==> src/rtl/lifo.sv <==
// ---------------------------------------------------------------------------
// lifo - synchronous last-in-first-out stack with registered read data.
//
// Buffers DATA_WIDTH-bit words and returns them newest-first. One push, one
// pop, or one combined push+pop is accepted every cycle with no stalls.
//
// Parameters
//   LIFO_DEPTH : number of storage entries (>= 2)
//   DATA_WIDTH : width of each stored word
//
// Ports
//   clk        : system clock, rising edge
//   asyn_n_rst : asynchronous active-low reset
//   push       : store data_in on top of the stack (ignored when full,
//                unless combined with a pop on a non-empty stack)
//   pop        : remove the top entry and present it on data_out
//                (ignored when empty)
//   data_in    : write data
//   data_out   : registered read data, holds the last popped word
//   full       : stack holds LIFO_DEPTH entries
//   empty      : stack holds no entries
// ---------------------------------------------------------------------------
module lifo #(
    parameter int LIFO_DEPTH = 8,
    parameter int DATA_WIDTH = 8
) (
    input  logic                  clk,
    input  logic                  asyn_n_rst,
    input  logic                  push,
    input  logic                  pop,
    input  logic [DATA_WIDTH-1:0] data_in,
    output logic [DATA_WIDTH-1:0] data_out,
    output logic                  full,
    output logic                  empty
);

    localparam int CNT_W = $clog2(LIFO_DEPTH + 1);
    localparam int AW    = $clog2(LIFO_DEPTH);
    localparam logic [CNT_W-1:0] DEPTH_C = CNT_W'(LIFO_DEPTH);
    localparam logic [CNT_W-1:0] ONE_C   = CNT_W'(1);

    logic [DATA_WIDTH-1:0] mem [LIFO_DEPTH];
    logic [CNT_W-1:0]      cnt;

    logic [AW-1:0] top_idx;
    logic [AW-1:0] wr_idx;
    logic          pop_ok;
    logic          push_new;
    logic          replace;

    // Flags come straight from the count register, never from push/pop.
    assign empty = (cnt == '0);
    assign full  = (cnt == DEPTH_C);

    // top_idx is only used when the stack is non-empty and wr_idx only when
    // it is not full, so the truncations below never lose information.
    assign top_idx = AW'(cnt - ONE_C);
    assign wr_idx  = AW'(cnt);

    // A pop on a non-empty stack always succeeds. A push adds a new entry
    // only when it is not paired with a successful pop; a push+pop on an
    // empty stack degrades to a plain push. A push+pop on a non-empty stack
    // overwrites the current top in place, keeping the count unchanged.
    assign pop_ok   = pop && !empty;
    assign push_new = push && !pop_ok && !full;
    assign replace  = push && pop_ok;

    // Storage: intentionally not reset, contents are don't-care until written.
    always_ff @(posedge clk) begin
        if (push_new) begin
            mem[wr_idx] <= data_in;
        end else if (replace) begin
            mem[top_idx] <= data_in;
        end
    end

    // Occupancy count and registered read data.
    always_ff @(posedge clk or negedge asyn_n_rst) begin
        if (!asyn_n_rst) begin
            cnt      <= '0;
            data_out <= '0;
        end else begin
            if (push_new) begin
                cnt <= cnt + ONE_C;
            end else if (pop_ok && !push) begin
                cnt <= cnt - ONE_C;
            end
            if (pop_ok) begin
                data_out <= mem[top_idx];
            end
        end
    end

endmodule

==> config.mk <==
export PLATFORM = sky130hd
export DESIGN_NAME = lifo
export DESIGN_NICKNAME = d
export VERILOG_FILES = /design/src/rtl/lifo.sv
export SDC_FILE = /design/constraint.sdc
export NUM_CORES = 1
export LEC_CHECK = 0
export BUFFER_PORTS_ARGS = -buffer_cell sky130_fd_sc_hd__buf_4
export CORE_ASPECT_RATIO = 1.75
export CORE_UTILIZATION = 55
export DETAILED_ROUTE_END_ITERATION = 10
export PLACE_DENSITY = 0.73
export SYNTH_ARGS = -nofsm -noshare
export SYNTH_HDL_FRONTEND = slang
export SYNTH_SLANG_ARGS = --single-unit
==> constraint.sdc <==
create_clock -name clk -period 4.73 [get_ports clk]
set_input_delay 0.473 -clock clk [delete_from_list [all_inputs] [get_ports clk]]
set_output_delay 0.473 -clock clk [all_outputs]
set_load 0.02 [all_outputs]
# Word-level counts from Yosys, hierarchy flattened
# Memory sizes are Yosys's and may differ from the RTL's. A register that Yosys moved wholly into a read port is not among the register bits.
# Index checks and enable logic that the tools add are counted.
# W data, S select, Z words.
# word_totals
output_inout_bits,10
elab_cells,28
memories,1
regBits,4
mem_bits_rw,64
in_bits,12
# memory_table
memory,depth,width,rd,rd_clocked_by_memory_dff,write_ports,line_no,rtl
mem,8,8,1,1,1,42,logic [DATA_WIDTH-1:0] mem [LIFO_DEPTH];
# classes
muxes,10
eq_ne,1
reduce_logical,13
add_sub_neg,2
# op_table
operator,n
$mux W4,2
$mux W8,1
$reduce_or A8 Y1,1
$mux W1,6
$logic_and A1 B1 Y1,5
$logic_not A1 Y1,5
$add A4 B1 Y4 const B,1
$eq A4 B4 Y1 const B,1
$logic_not A4 Y1,1
$sub A4 B1 Y4 const B,1
$mux W3,1
$reduce_bool A2 Y1,1

# Logic depth before layout (Yosys ltp)
# Gate-level depths: netlist (run 1).
# logic_depth
depth_word,10
ltp_mapped,10

# Worst setup path before layout (run 1)
# No wires, ideal clock.
# synth_timing
path_kind,reg-to-reg
startpoint,register cnt[0]
endpoint,"memory mem[0][0], enable pin"
slack_ps,2295
arrival_ps,2065
required_time_ps,4360
stages_incl_launch_ff,10
path_buffers,3
cell_sequence,dfrtp_1 -> buf_6 -> buf_4 -> inv_1 -> ha_1 -> buf_6 -> or3b_4 -> nand3_2 -> mux2i_1 -> nor2_1
# synth_between
elab_chain_cells,10
word_cells_on_any_way,18
cone_classes,1 x add/sub; 1 x eq/ne; 7 x mux; 9 x reduce/logical
# synth_lines
item,line_no,rtl
start: declaration,43,logic [CNT_W-1:0] cnt;
start signal: assignment,84,cnt <= cnt + ONE_C;
start signal: assignment,86,cnt <= cnt - ONE_C;
$logic_not A4 Y1,52,assign empty = (cnt == '0);
$logic_not A1 Y1,64,assign pop_ok = pop && !empty;
$logic_and A1 B1 Y1,64,
$logic_not A1 Y1,65,assign push_new = push && !pop_ok && !full;
$logic_and A1 B1 Y1 (2 in a row),65,
$mux W1,70,if (push_new) begin
$mux W1 (implied by the code),73,mem[top_idx] <= data_in;
$reduce_or A8 Y1 (no line),-,
$mux W3 (no line) / $mux W1 (equally long branches),-,
end: declaration,42,
# Parallel ways exist; a longest one is shown, timed or not.

# Worst setup path after layout (run 1)
# layout_timing
startpoint,register cnt[0]
endpoint,"memory mem[3][4], enable pin"
# The elaborated chain is that of the path after synthesis.

==> report_table.html, run 1 <==
<table>
<tr><th>Metric</th><th>Value</th></tr>
<tr><th colspan="2">Status</th></tr>
<tr><td>Run status</td><td>completed</td></tr>
<tr><th colspan="2">Synth</th></tr>
<tr><td>Post-synth EDFFs</td><td>64</td></tr>
<tr><td>Synth Register Bits</td><td>between 70 and 80</td></tr>
<tr><td>Dominant cell by count in the synthesized netlist</td><td>sky130_fd_sc_hd__edfxtp_1</td></tr>
<tr><td>Post-synth top area cell</td><td>sky130_fd_sc_hd__edfxtp_1</td></tr>
<tr><td>Net count after synthesis</td><td>240</td></tr>
<tr><td>Mean Syn Cell Area</td><td>14.8 µm²</td></tr>
<tr><td>Gate count of the mapped netlist</td><td>226</td></tr>
<tr><td>Number of unique standard cell types used by synthesis</td><td>46</td></tr>
<tr><td>Proportion of synthesized area in mux cells</td><td>about 11%</td></tr>
<tr><td>Fraction of synthesized cell area in xor and xnor cells</td><td>1.27%</td></tr>
<tr><td>Portion of synthesized cell area occupied by the leading cell type</td><td>57.5%</td></tr>
<tr><td>Area fraction in and, or, nand and nor cells after synthesis</td><td>8.13%</td></tr>
<tr><td>Leading post-synthesis cells by cell area</td><td>sky130_fd_sc_hd__edfxtp_1 (58%), sky130_fd_sc_hd__dfrtp_1 (9.0%), sky130_fd_sc_hd__mux2i_1 (5.7%)</td></tr>
<tr><td>Share of flip-flops with an asynchronous set or reset</td><td>15.8%</td></tr>
<tr><td>Ranking of synthesized cells by instance count</td><td>sky130_fd_sc_hd__edfxtp_1 (64), sky130_fd_sc_hd__mux2i_1 (19), sky130_fd_sc_hd__nand2_1 (16)</td></tr>
<tr><td>Netlist Area Pre-Place</td><td>between 0.003 and 0.004 mm²</td></tr>
<tr><td>Most used flip-flop cell after synthesis</td><td>sky130_fd_sc_hd__edfxtp_1</td></tr>
<tr><td>Part of the Yosys area used for sequential elements</td><td>about two thirds</td></tr>
<tr><td>Dominant combinational cell family by area after synthesis</td><td>multiplexers</td></tr>
<tr><td>Area fraction in compound gates after synthesis</td><td>8.76%</td></tr>
<tr><td>Post-Synth Adder-Cell Area</td><td>1.05%</td></tr>
<tr><td>Yosys warning total</td><td>0</td></tr>
<tr><th colspan="2">STA</th></tr>
<tr><td>Worst hold margin</td><td>0.374 ns</td></tr>
<tr><td>Final min period</td><td>between 3 and 4 ns</td></tr>
<tr><td>RSZ-0062 raised after global routing</td><td>false</td></tr>
<tr><td>Total of endpoints with negative setup slack in the final report</td><td>0</td></tr>
<tr><td>Fmax</td><td>313 MHz</td></tr>
<tr><td>Relative slew slack</td><td>31.5%</td></tr>
<tr><td>Final TNS setup</td><td>0 ns</td></tr>
<tr><td>Final Hold Viols</td><td>0</td></tr>
<tr><td>Final-report max-slew violation count</td><td>0</td></tr>
<tr><td>Post-route fraction of the period consumed by the critical path</td><td>around two thirds</td></tr>
<tr><td>Worst-margin pin slew</td><td>approximately 1.0 ns</td></tr>
<tr><td>Clock skew after layout</td><td>0.0105 ns</td></tr>
<tr><th colspan="2">Clocking</th></tr>
<tr><td>Buffer count from post-CTS setup fixing</td><td>0</td></tr>
<tr><td>Root Buffer Master</td><td>sky130_fd_sc_hd__clkbuf_8</td></tr>
<tr><td>Number of resized instances in the post-cts repair step</td><td>0</td></tr>
<tr><td>Worst-case clock buffer depth</td><td>2</td></tr>
<tr><td>Clock transition at the registers of the reported paths</td><td>about 0.070 ns</td></tr>
<tr><td>Clock buffer count from CTS</td><td>9</td></tr>
<tr><td>CTS Sinks</td><td>76</td></tr>
<tr><td>TritonCTS clock tree</td><td>built</td></tr>
<tr><td>Number of H-tree branching levels</td><td>3</td></tr>
<tr><td>Clock latency on the worst-skew pair</td><td>approximately 0.34 ns</td></tr>
<tr><td>Cts hold-fix bufs</td><td>1</td></tr>
<tr><th colspan="2">Setup path</th></tr>
<tr><td>Kind of capture point of the worst setup path</td><td>flop</td></tr>
<tr><td>Top Family by Delay on Critical Path</td><td>flip-flops</td></tr>
<tr><td>Worst-path cell with the longest stage delay</td><td>sky130_fd_sc_hd__dfrtp_2</td></tr>
<tr><td>Data arrival, critical path</td><td>roughly 3.2 ns</td></tr>
<tr><td>Highest fanout seen on the critical path</td><td>46</td></tr>
<tr><td>Required time reported for the critical path endpoint</td><td>roughly 4.7 ns</td></tr>
<tr><td>Depth of the worst register-to-register path</td><td>6</td></tr>
<tr><td>Critical register-to-register path endpoint</td><td>mem[3][4]</td></tr>
<tr><td>Worst-path cell chain</td><td>inv_1 &gt; ha_1 &gt; or3b_4 &gt; nand3_2 &gt; mux2i_1 &gt; nor2_1</td></tr>
<tr><td>Startpoint of the most critical register-to-register path</td><td>cnt[0]</td></tr>
<tr><td>Worst reg-to-reg setup slack</td><td>1.54 ns</td></tr>
<tr><td>CP Launch Type</td><td>flop</td></tr>
<tr><td>WS Path Type</td><td>flop to flop</td></tr>
<tr><td>Buffers and inverters on the worst path</td><td>1</td></tr>
<tr><td>Slowest stage delay, CP</td><td>between 1 and 1.5 ns</td></tr>
<tr><th colspan="2">Global routing</th></tr>
<tr><td>Vias in the first global route</td><td>1790</td></tr>
<tr><td>Global routing usage summed across all routing layers</td><td>23.6%</td></tr>
<tr><td>Wire length of the first global-routing pass</td><td>roughly 10 mm</td></tr>
<tr><td>Antenna violations before repair</td><td>0</td></tr>
<tr><td>Global route overflow</td><td>0</td></tr>
<tr><td>Pin count of the biggest net entering global routing</td><td>47</td></tr>
<tr><th colspan="2">Floorplan</th></tr>
<tr><td>Placeable core area</td><td>about 0.0059 mm²</td></tr>
<tr><td>Effective utilization at floorplan</td><td>56.8%</td></tr>
<tr><td>Number of I/O pins</td><td>22</td></tr>
<tr><td>Area enclosed by the die boundary</td><td>0.00640 mm²</td></tr>
<tr><td>Row count</td><td>37</td></tr>
<tr><td>Die extent in x</td><td>60.9 µm</td></tr>
<tr><td>Die Span Y</td><td>between 100 and 150 µm</td></tr>
<tr><th colspan="2">Power and ir drop</th></tr>
<tr><td>Peak supply drop</td><td>~0.00033 V</td></tr>
<tr><td>Leakage component of the power</td><td>between 1 and 1.5 nW</td></tr>
<tr><td>Pwr Total</td><td>about 2.4 mW</td></tr>
<tr><td>Power per standard cell area</td><td>649 mW/mm²</td></tr>
<tr><th colspan="2">Route</th></tr>
<tr><td>Number of nets still failing antenna checks after routing</td><td>0</td></tr>
<tr><td>Via total after detailed routing</td><td>1853</td></tr>
<tr><td>Detailed Route Iter0 Violations</td><td>109</td></tr>
<tr><td>Total Routed Length</td><td>between 6 and 7 mm</td></tr>
<tr><td>DR pass1 iterations</td><td>4</td></tr>
<tr><td>DRC Markers</td><td>0</td></tr>
<tr><td>Avg Vias per Cell</td><td>about 5.6</td></tr>
<tr><td>Avg WL per Cell</td><td>slightly below 20 µm</td></tr>
<tr><th colspan="2">Final layout</th></tr>
<tr><td>Util after Layout</td><td>62.9%</td></tr>
<tr><td>Ant. Diodes</td><td>0</td></tr>
<tr><td>Share of cells above drive strength 1</td><td>23.5%</td></tr>
<tr><td>Layout overhead on the synthesized area</td><td>10.8%</td></tr>
<tr><td>Total number of nets in the final design</td><td>260</td></tr>
<tr><th colspan="2">Placed design</th></tr>
<tr><td>HPWL after DPL</td><td>roughly 4.5 mm</td></tr>
<tr><td>Global placement routability congestion</td><td>approximately 0.84</td></tr>
<tr><td>Port Buffers</td><td>21</td></tr>
<tr><th colspan="2">Job</th></tr>
<tr><td>Maximum capacitance violations</td><td>0</td></tr>
<tr><th colspan="2">Worst hold path</th></tr>
<tr><td>Hold depth</td><td>1</td></tr>
<tr><td>Hold crit path type</td><td>primary input to flop</td></tr>
<tr><td>Start point of the worst min-delay path</td><td>data_in[6]</td></tr>
<tr><td>Worst-case hold path end point</td><td>mem[3][6]</td></tr>
</table>
==> cell type report <==
cell class | count | area (µm²)
flip-flops and latches | 76 | 2220
clock buffers | 15 | 176
multi-input cells | 132 | 1010
fillers | 472 | 2180
inverters | 5 | 18.8
repair buffers | 22 | 168
well taps | 78 | 97.6
clock inverters | 1 | 5.00
==> metal layers <==
metal / wire (µm) / global-route usage, % / share of wire (%) / vias to the layer above
met3: 261 / 5.32 / 4.0 / 14
met1: 2550 / 29.2 / 39 / 881
li1: - / - / - / 903
met4: 284 / 14.1 / 4.4 / 0
met5: 0 / 0 / 0 / -
met2: 3370 / 36.6 / 52 / 55
==> power by group <==
part           switching, mW  internal (mW)
clock                  0.209          0.234
combinational          0.512          0.404
sequential             0.153          0.887
total                  0.875           1.53
==> through the flow <==
stage | instances | area [µm²] | worst slack (ns)
2_1_floorplan | 226 | 3340 | 2.30
3_3_place_gp | 312 | 3510 | 1.65
3_5_place_dp | 312 | 3510 | 1.54
4_1_cts | 329 | 3700 | 1.53
5_1_grt | 329 | 3700 | 1.32
6_report | 329 | 3700 | 1.54
==> registers in the layout (all words and copies together), names as in the netlist <==
name and cells:
mem 64, data_out 8, cnt 4
==> worst max-delay path by stage <==
stage | startpoint | to | slack (ns) | cells past startpoint
after floorplan | cnt[0] | mem[0][0] | 2.30 | 9
after global placement | cnt[0] | mem[0][4] | 1.65 | 6
after detailed placement | cnt[0] | mem[3][2] | 1.54 | 6
after CTS | cnt[0] | mem[3][4] | 1.53 | 6
after global routing | cnt[0] | mem[3][7] | 1.32 | 6
final | cnt[0] | mem[3][4] | 1.54 | 6
==> cell usage in the layout, fill, tap and decap left out, types with 3 or more instances in the layout <==
cell and instances:
sky130_fd_sc_hd__o31ai_1 8, sky130_fd_sc_hd__o22ai_1 10, sky130_fd_sc_hd__clkbuf_1 3, sky130_fd_sc_hd__mux2_2 15, sky130_fd_sc_hd__clkbuf_8 12, sky130_fd_sc_hd__inv_1 4
sky130_fd_sc_hd__edfxtp_1 64, sky130_fd_sc_hd__nor2b_1 3, sky130_fd_sc_hd__a22o_1 8, sky130_fd_sc_hd__nand2b_1 3, sky130_fd_sc_hd__nand2_1 16, sky130_fd_sc_hd__mux2i_1 19
sky130_fd_sc_hd__buf_4 21, sky130_fd_sc_hd__dfrtp_1 11, sky130_fd_sc_hd__nor2_1 10, sky130_fd_sc_hd__nand3_1 3, sky130_fd_sc_hd__nor3b_1 3
==> logic make-up after synthesis <==
kind of cell | count (synthesis)
buffers and inverters | 18
AOI/OAI and AO/OA | 39
muxes | 35
and+or+nand+nor | 51
DFF | 76
xor gates and xnor gates | 4
adders and majority gates | 3
Power figures use the tool's default switching activity.
==> inputs of run 2 (changes only) <==
--- a/config.mk
+++ b/config.mk
@@ -5,11 +5,12 @@
 export SDC_FILE = /design/constraint.sdc
 export NUM_CORES = 1
 export LEC_CHECK = 0
+export ABC_AREA = 1
 export BUFFER_PORTS_ARGS = -buffer_cell sky130_fd_sc_hd__buf_4
 export CORE_ASPECT_RATIO = 1.75
-export CORE_UTILIZATION = 55
+export CORE_UTILIZATION = 54
 export DETAILED_ROUTE_END_ITERATION = 10
-export PLACE_DENSITY = 0.73
+export PLACE_DENSITY = 0.75
 export SYNTH_ARGS = -nofsm -noshare
 export SYNTH_HDL_FRONTEND = slang
 export SYNTH_SLANG_ARGS = --single-unit
==> constraint.sdc (replaced) <==
create_clock -name clk -period 2.9 [get_ports clk]
set_input_delay 0.29 -clock clk [delete_from_list [all_inputs] [get_ports clk]]
set_output_delay 0.29 -clock clk [all_outputs]
set_load 0.02 [all_outputs]
==> report_table.html, run 2 <==
<table>
<tr><th>Metric</th><th>Value</th></tr>
<tr><th colspan="2">Synth</th></tr>
<tr><td>Proportion of synthesized area in mux cells</td><td>0% (was 11.1%)</td></tr>
<tr><td>Share of flip-flops with an asynchronous set or reset</td><td>15.8% (unchanged)</td></tr>
<tr><td>Fraction of synthesized cell area in xor and xnor cells</td><td>0.511% (was 1.27%)</td></tr>
<tr><td>Mean Syn Cell Area</td><td>10.0 µm² (was 14.8 µm²)</td></tr>
<tr><td>Most used flip-flop cell after synthesis</td><td>sky130_fd_sc_hd__edfxtp_1 (unchanged)</td></tr>
<tr><td>Post-synth top area cell</td><td>sky130_fd_sc_hd__edfxtp_1 (unchanged)</td></tr>
<tr><td>Post-synth EDFFs</td><td>64 (unchanged)</td></tr>
<tr><td>Area fraction in compound gates after synthesis</td><td>1.39% (was 8.76%)</td></tr>
<tr><td>Dominant cell by count in the synthesized netlist</td><td>sky130_fd_sc_hd__nand2_1 (was sky130_fd_sc_hd__edfxtp_1)</td></tr>
<tr><td>Number of unique standard cell types used by synthesis</td><td>23 (was 46)</td></tr>
<tr><td>Part of the Yosys area used for sequential elements</td><td>64.8% (was 66.5%)</td></tr>
<tr><td>Portion of synthesized cell area occupied by the leading cell type</td><td>56.0% (was 57.5%)</td></tr>
<tr><td>Netlist Area Pre-Place</td><td>0.00343 mm² (was 0.00334 mm²)</td></tr>
<tr><td>Ranking of synthesized cells by instance count</td><td>sky130_fd_sc_hd__nand2_1 (132), sky130_fd_sc_hd__edfxtp_1 (64), sky130_fd_sc_hd__nand3_1 (38) (was sky130_fd_sc_hd__edfxtp_1 (64), sky130_fd_sc_hd__mux2i_1 (19), sky130_fd_sc_hd__nand2_1 (16))</td></tr>
<tr><td>Yosys warning total</td><td>0 (unchanged)</td></tr>
<tr><td>Leading post-synthesis cells by cell area</td><td>sky130_fd_sc_hd__edfxtp_1 (56%), sky130_fd_sc_hd__nand2_1 (14%), sky130_fd_sc_hd__dfrtp_1 (8.8%) (was sky130_fd_sc_hd__edfxtp_1 (58%), sky130_fd_sc_hd__dfrtp_1 (9.0%), sky130_fd_sc_hd__mux2i_1 (5.7%))</td></tr>
<tr><td>Dominant combinational cell family by area after synthesis</td><td>simple AND/OR/NAND/NOR gates (was multiplexers)</td></tr>
<tr><td>Area fraction in and, or, nand and nor cells after synthesis</td><td>26.6% (was 8.13%)</td></tr>
<tr><td>Net count after synthesis</td><td>356 (was 240)</td></tr>
<tr><td>Synth Register Bits</td><td>76 (unchanged)</td></tr>
<tr><td>Post-Synth Adder-Cell Area</td><td>0.730% (was 1.05%)</td></tr>
<tr><td>Gate count of the mapped netlist</td><td>342 (was 226)</td></tr>
<tr><th colspan="2">Worst hold path</th></tr>
<tr><td>Hold crit path type</td><td>primary input to flop (unchanged)</td></tr>
<tr><td>Worst-case hold path end point</td><td>mem[6][2] (was mem[3][6])</td></tr>
<tr><td>Hold depth</td><td>1 (unchanged)</td></tr>
<tr><td>Start point of the worst min-delay path</td><td>data_in[2] (was data_in[6])</td></tr>
<tr><th colspan="2">Setup path</th></tr>
<tr><td>Depth of the worst register-to-register path</td><td>9 (was 6)</td></tr>
<tr><td>Worst reg-to-reg setup slack</td><td>0.57 ns (was 1.54 ns)</td></tr>
<tr><td>Required time reported for the critical path endpoint</td><td>2.88 ns (was 4.70 ns)</td></tr>
<tr><td>Data arrival, critical path</td><td>2.31 ns (was 3.16 ns)</td></tr>
<tr><td>Critical register-to-register path endpoint</td><td>mem[1][3] (was mem[3][4])</td></tr>
<tr><td>WS Path Type</td><td>flop to flop (unchanged)</td></tr>
<tr><td>Startpoint of the most critical register-to-register path</td><td>cnt[1] (was cnt[0])</td></tr>
<tr><td>CP Launch Type</td><td>flop (unchanged)</td></tr>
<tr><td>Highest fanout seen on the critical path</td><td>10 (was 46)</td></tr>
<tr><td>Kind of capture point of the worst setup path</td><td>flop (unchanged)</td></tr>
<tr><th colspan="2">Route</th></tr>
<tr><td>DR pass1 iterations</td><td>4 (unchanged)</td></tr>
<tr><td>Avg WL per Cell</td><td>16.6 µm (was 19.7 µm)</td></tr>
<tr><td>Total Routed Length</td><td>7.43 mm (was 6.47 mm)</td></tr>
<tr><td>Avg Vias per Cell</td><td>5.27 (was 5.63)</td></tr>
<tr><td>Detailed Route Iter0 Violations</td><td>133 (was 109)</td></tr>
<tr><td>Number of nets still failing antenna checks after routing</td><td>0 (unchanged)</td></tr>
<tr><td>DRC Markers</td><td>0 (unchanged)</td></tr>
<tr><td>Via total after detailed routing</td><td>2361 (was 1853)</td></tr>
<tr><th colspan="2">Final layout</th></tr>
<tr><td>Most flops, register</td><td>mem (unchanged)</td></tr>
<tr><td>Number of flip-flops in the largest register</td><td>64 (unchanged)</td></tr>
<tr><td>Most common cell after layout, fill and taps aside</td><td>sky130_fd_sc_hd__nand2_1 (was sky130_fd_sc_hd__edfxtp_1)</td></tr>
<tr><td>Share of cells above drive strength 1</td><td>13.9% (was 23.5%)</td></tr>
<tr><td>Total number of nets in the final design</td><td>377 (was 260)</td></tr>
<tr><td>Registers with the highest flip-flop counts</td><td>mem x64, data_out x8, cnt x4 (unchanged)</td></tr>
<tr><td>Most used cells in the layout excluding fill and tap cells</td><td>sky130_fd_sc_hd__nand2_1 (132), sky130_fd_sc_hd__edfxtp_1 (64), sky130_fd_sc_hd__nand3_1 (38), sky130_fd_sc_hd__nor2_1 (25), sky130_fd_sc_hd__buf_4 (24) (was sky130_fd_sc_hd__edfxtp_1 (64), sky130_fd_sc_hd__buf_4 (21), sky130_fd_sc_hd__mux2i_1 (19), sky130_fd_sc_hd__nand2_1 (16), sky130_fd_sc_hd__mux2_2 (15))</td></tr>
<tr><td>Ant. Diodes</td><td>0 (unchanged)</td></tr>
<tr><td>Register area</td><td>0.00222 mm² (about the same)</td></tr>
<tr><td>Area occupied by multi-input gates</td><td>0.00100 mm² (was 0.00101 mm²)</td></tr>
<tr><td>Number of standard cells in the final layout excluding fillers</td><td>448 (was 329)</td></tr>
<tr><td>Util after Layout</td><td>61.6% (was 62.9%)</td></tr>
<tr><td># fillers</td><td>543 (was 472)</td></tr>
<tr><td>Layout overhead on the synthesized area</td><td>11.0% (was 10.8%)</td></tr>
<tr><th colspan="2">Status</th></tr>
<tr><td>Run status</td><td>completed (unchanged)</td></tr>
<tr><th colspan="2">Power and ir drop</th></tr>
<tr><td>Combinational share of power</td><td>43.6% (was 38.2%)</td></tr>
<tr><td>Net Switching</td><td>1.72 mW (was 875 µW)</td></tr>
<tr><td>Switching power as a share of total power</td><td>41.8% (was 36.5%)</td></tr>
<tr><td>Power per standard cell area</td><td>1080 mW/mm² (was 649 mW/mm²)</td></tr>
<tr><td>Leakage component of the power</td><td>1.64 nW (was 1.37 nW)</td></tr>
<tr><td>Sequential share of power</td><td>37.9% (was 43.4%)</td></tr>
<tr><td>Fraction of power consumed by the clock network</td><td>18.5% (about the same)</td></tr>
<tr><td>Peak supply drop</td><td>0.000460 V (was 0.000330 V)</td></tr>
<tr><td>P_int</td><td>2.39 mW (was 1.53 mW)</td></tr>
<tr><th colspan="2">Clocking</th></tr>
<tr><td>Buffer count from post-CTS setup fixing</td><td>0 (unchanged)</td></tr>
<tr><td>CTS Sinks</td><td>76 (unchanged)</td></tr>
<tr><td>Root Buffer Master</td><td>sky130_fd_sc_hd__clkbuf_8 (unchanged)</td></tr>
<tr><td>Clock buffer count from CTS</td><td>9 (unchanged)</td></tr>
<tr><td>TritonCTS clock tree</td><td>built (unchanged)</td></tr>
<tr><td>Worst-case clock buffer depth</td><td>2 (unchanged)</td></tr>
<tr><td>Clock latency on the worst-skew pair</td><td>0.35 ns (was 0.34 ns)</td></tr>
<tr><td>Number of resized instances in the post-cts repair step</td><td>0 (unchanged)</td></tr>
<tr><td>Cts hold-fix bufs</td><td>1 (unchanged)</td></tr>
<tr><td>Clock transition at the registers of the reported paths</td><td>0.08 ns (was 0.07 ns)</td></tr>
<tr><td>Number of H-tree branching levels</td><td>3 (unchanged)</td></tr>
<tr><th colspan="2">Global routing</th></tr>
<tr><td>Global route overflow</td><td>0 (unchanged)</td></tr>
<tr><td>Vias in the first global route</td><td>2389 (was 1790)</td></tr>
<tr><td>Most crowded layer after global routing</td><td>met2 (unchanged)</td></tr>
<tr><td>Global routing usage summed across all routing layers</td><td>25.5% (was 23.6%)</td></tr>
<tr><td>Antenna violations before repair</td><td>0 (unchanged)</td></tr>
<tr><td>GR met2 Demand/Resource</td><td>42.3% (was 36.6%)</td></tr>
<tr><td>Wire length of the first global-routing pass</td><td>12.3 mm (was 9.98 mm)</td></tr>
<tr><td>Pin count of the biggest net entering global routing</td><td>37 (was 47)</td></tr>
<tr><td>Met3 Usage GRT</td><td>4.98% (was 5.32%)</td></tr>
<tr><td>Met1 capacity usage during global routing</td><td>28.0% (was 29.2%)</td></tr>
<tr><th colspan="2">STA</th></tr>
<tr><td>Clock skew after layout</td><td>0.0119 ns (was 0.0105 ns)</td></tr>
<tr><td>Final-report max-slew violation count</td><td>0 (unchanged)</td></tr>
<tr><td>Relative slew slack</td><td>54.3% (was 31.5%)</td></tr>
<tr><td>Fmax</td><td>429 MHz (was 313 MHz)</td></tr>
<tr><td>Final TNS setup</td><td>0 ns (unchanged)</td></tr>
<tr><td>Worst-margin pin slew</td><td>0.683 ns (was 1.03 ns)</td></tr>
<tr><td>Final min period</td><td>2.33 ns (was 3.19 ns)</td></tr>
<tr><td>Post-route fraction of the period consumed by the critical path</td><td>80.3% (was 67.5%)</td></tr>
<tr><td>RSZ-0062 raised after global routing</td><td>false (unchanged)</td></tr>
<tr><td>Final Hold Viols</td><td>0 (unchanged)</td></tr>
<tr><td>Total of endpoints with negative setup slack in the final report</td><td>0 (unchanged)</td></tr>
<tr><th colspan="2">Floorplan</th></tr>
<tr><td>Die Span Y</td><td>107 µm (was 105 µm)</td></tr>
<tr><td>Area enclosed by the die boundary</td><td>0.00669 mm² (was 0.00640 mm²)</td></tr>
<tr><td>Die extent in x</td><td>62.2 µm (was 60.9 µm)</td></tr>
<tr><td>Effective utilization at floorplan</td><td>55.5% (was 56.8%)</td></tr>
<tr><td>Row count</td><td>38 (was 37)</td></tr>
<tr><td>Number of I/O pins</td><td>22 (unchanged)</td></tr>
<tr><td>Placeable core area</td><td>0.00618 mm² (was 0.00588 mm²)</td></tr>
<tr><th colspan="2">Job</th></tr>
<tr><td>Maximum capacitance violations</td><td>0 (unchanged)</td></tr>
<tr><th colspan="2">Placed design</th></tr>
<tr><td>Port Buffers</td><td>21 (unchanged)</td></tr>
<tr><td>Total placed cells including tap cells</td><td>431 (was 312)</td></tr>
<tr><td>Global placement routability congestion</td><td>0.952 (was 0.836)</td></tr>
<tr><td>HPWL after DPL</td><td>5.24 mm (was 4.55 mm)</td></tr>
</table>
run 2: cells by family after synthesis:
group	count (synthesis)
flip-flops	76
buffers and inverters	41
AND/OR/NAND/NOR	212
XOR/XNOR	2
AO/OA/AOI/OAI	9
adder cells (fa/ha/maj)	2
run 2: cell type report:
class	instances	share of cell area, %
sequential	76	58.4
multi-input combinational	225	26.4
timing repair buffer	25	5.00
clock buffer	10	3.35
inverter	26	2.83
tap	80	2.63
clock inverter	6	1.45
run 2: worst max-delay path by stage:
stage | slack, ns | start | depth (start not counted) | end
2_1_floorplan | 0.64 | cnt[0] | 10 | mem[1][0]
3_3_place_gp | 0.64 | cnt[1] | 8 | mem[7][7]
3_5_place_dp | 0.57 | cnt[1] | 8 | mem[7][6]
4_1_cts | 0.56 | cnt[1] | 8 | mem[1][3]
5_1_grt | 0.31 | cnt[1] | 9 | mem[7][2]
6_report | 0.57 | cnt[1] | 9 | mem[1][3]
run 2: routing by layer:
layer	up-vias	part of all wire (%)	routed length, µm
met5	-	0	0
met4	0	6.9	516
met3	38	4.6	340
met2	73	49	3640
met1	1086	39	2930
li1	1164	-	-
run 2: power by group through the flow:
stage                     registers [mW]  clock network (mW)  logic, mW
after detailed placement            1.58                   0       1.78
after global placement              1.57                   0       1.76
after floorplan                     1.60                   0       1.29
final                               1.56               0.760       1.79
after global routing                1.58               0.808       2.02
after CTS                           1.56               0.772       1.79
run 2: critical path: stages (launching register included):
cell and delay, ns:
sky130_fd_sc_hd__dfrtp_1 0.44, sky130_fd_sc_hd__inv_1 0.09, sky130_fd_sc_hd__ha_1 0.27, sky130_fd_sc_hd__inv_1 0.10, sky130_fd_sc_hd__nand2_1 0.07, sky130_fd_sc_hd__nand2_2 0.17, sky130_fd_sc_hd__nand4_1 0.11, sky130_fd_sc_hd__nand2_1 0.10
sky130_fd_sc_hd__nand2_1 0.08, sky130_fd_sc_hd__nor2_1 0.53
run 2: per-stage QoR:
| step | hold slack, ns | instance area [µm²] | worst slack, ns | power (mW) |
|---|---|---|---|---|
| after floorplan | -0.00559 | 3430 | 0.643 | 2.89 |
| after global placement | 0.136 | 3610 | 0.642 | 3.33 |
| after detailed placement | 0.138 | 3610 | 0.573 | 3.36 |
| after CTS | 0.188 | 3810 | 0.564 | 4.12 |
| after global routing | 0.192 | 3810 | 0.312 | 4.41 |
| final | 0.198 | 3810 | 0.572 | 4.11 |
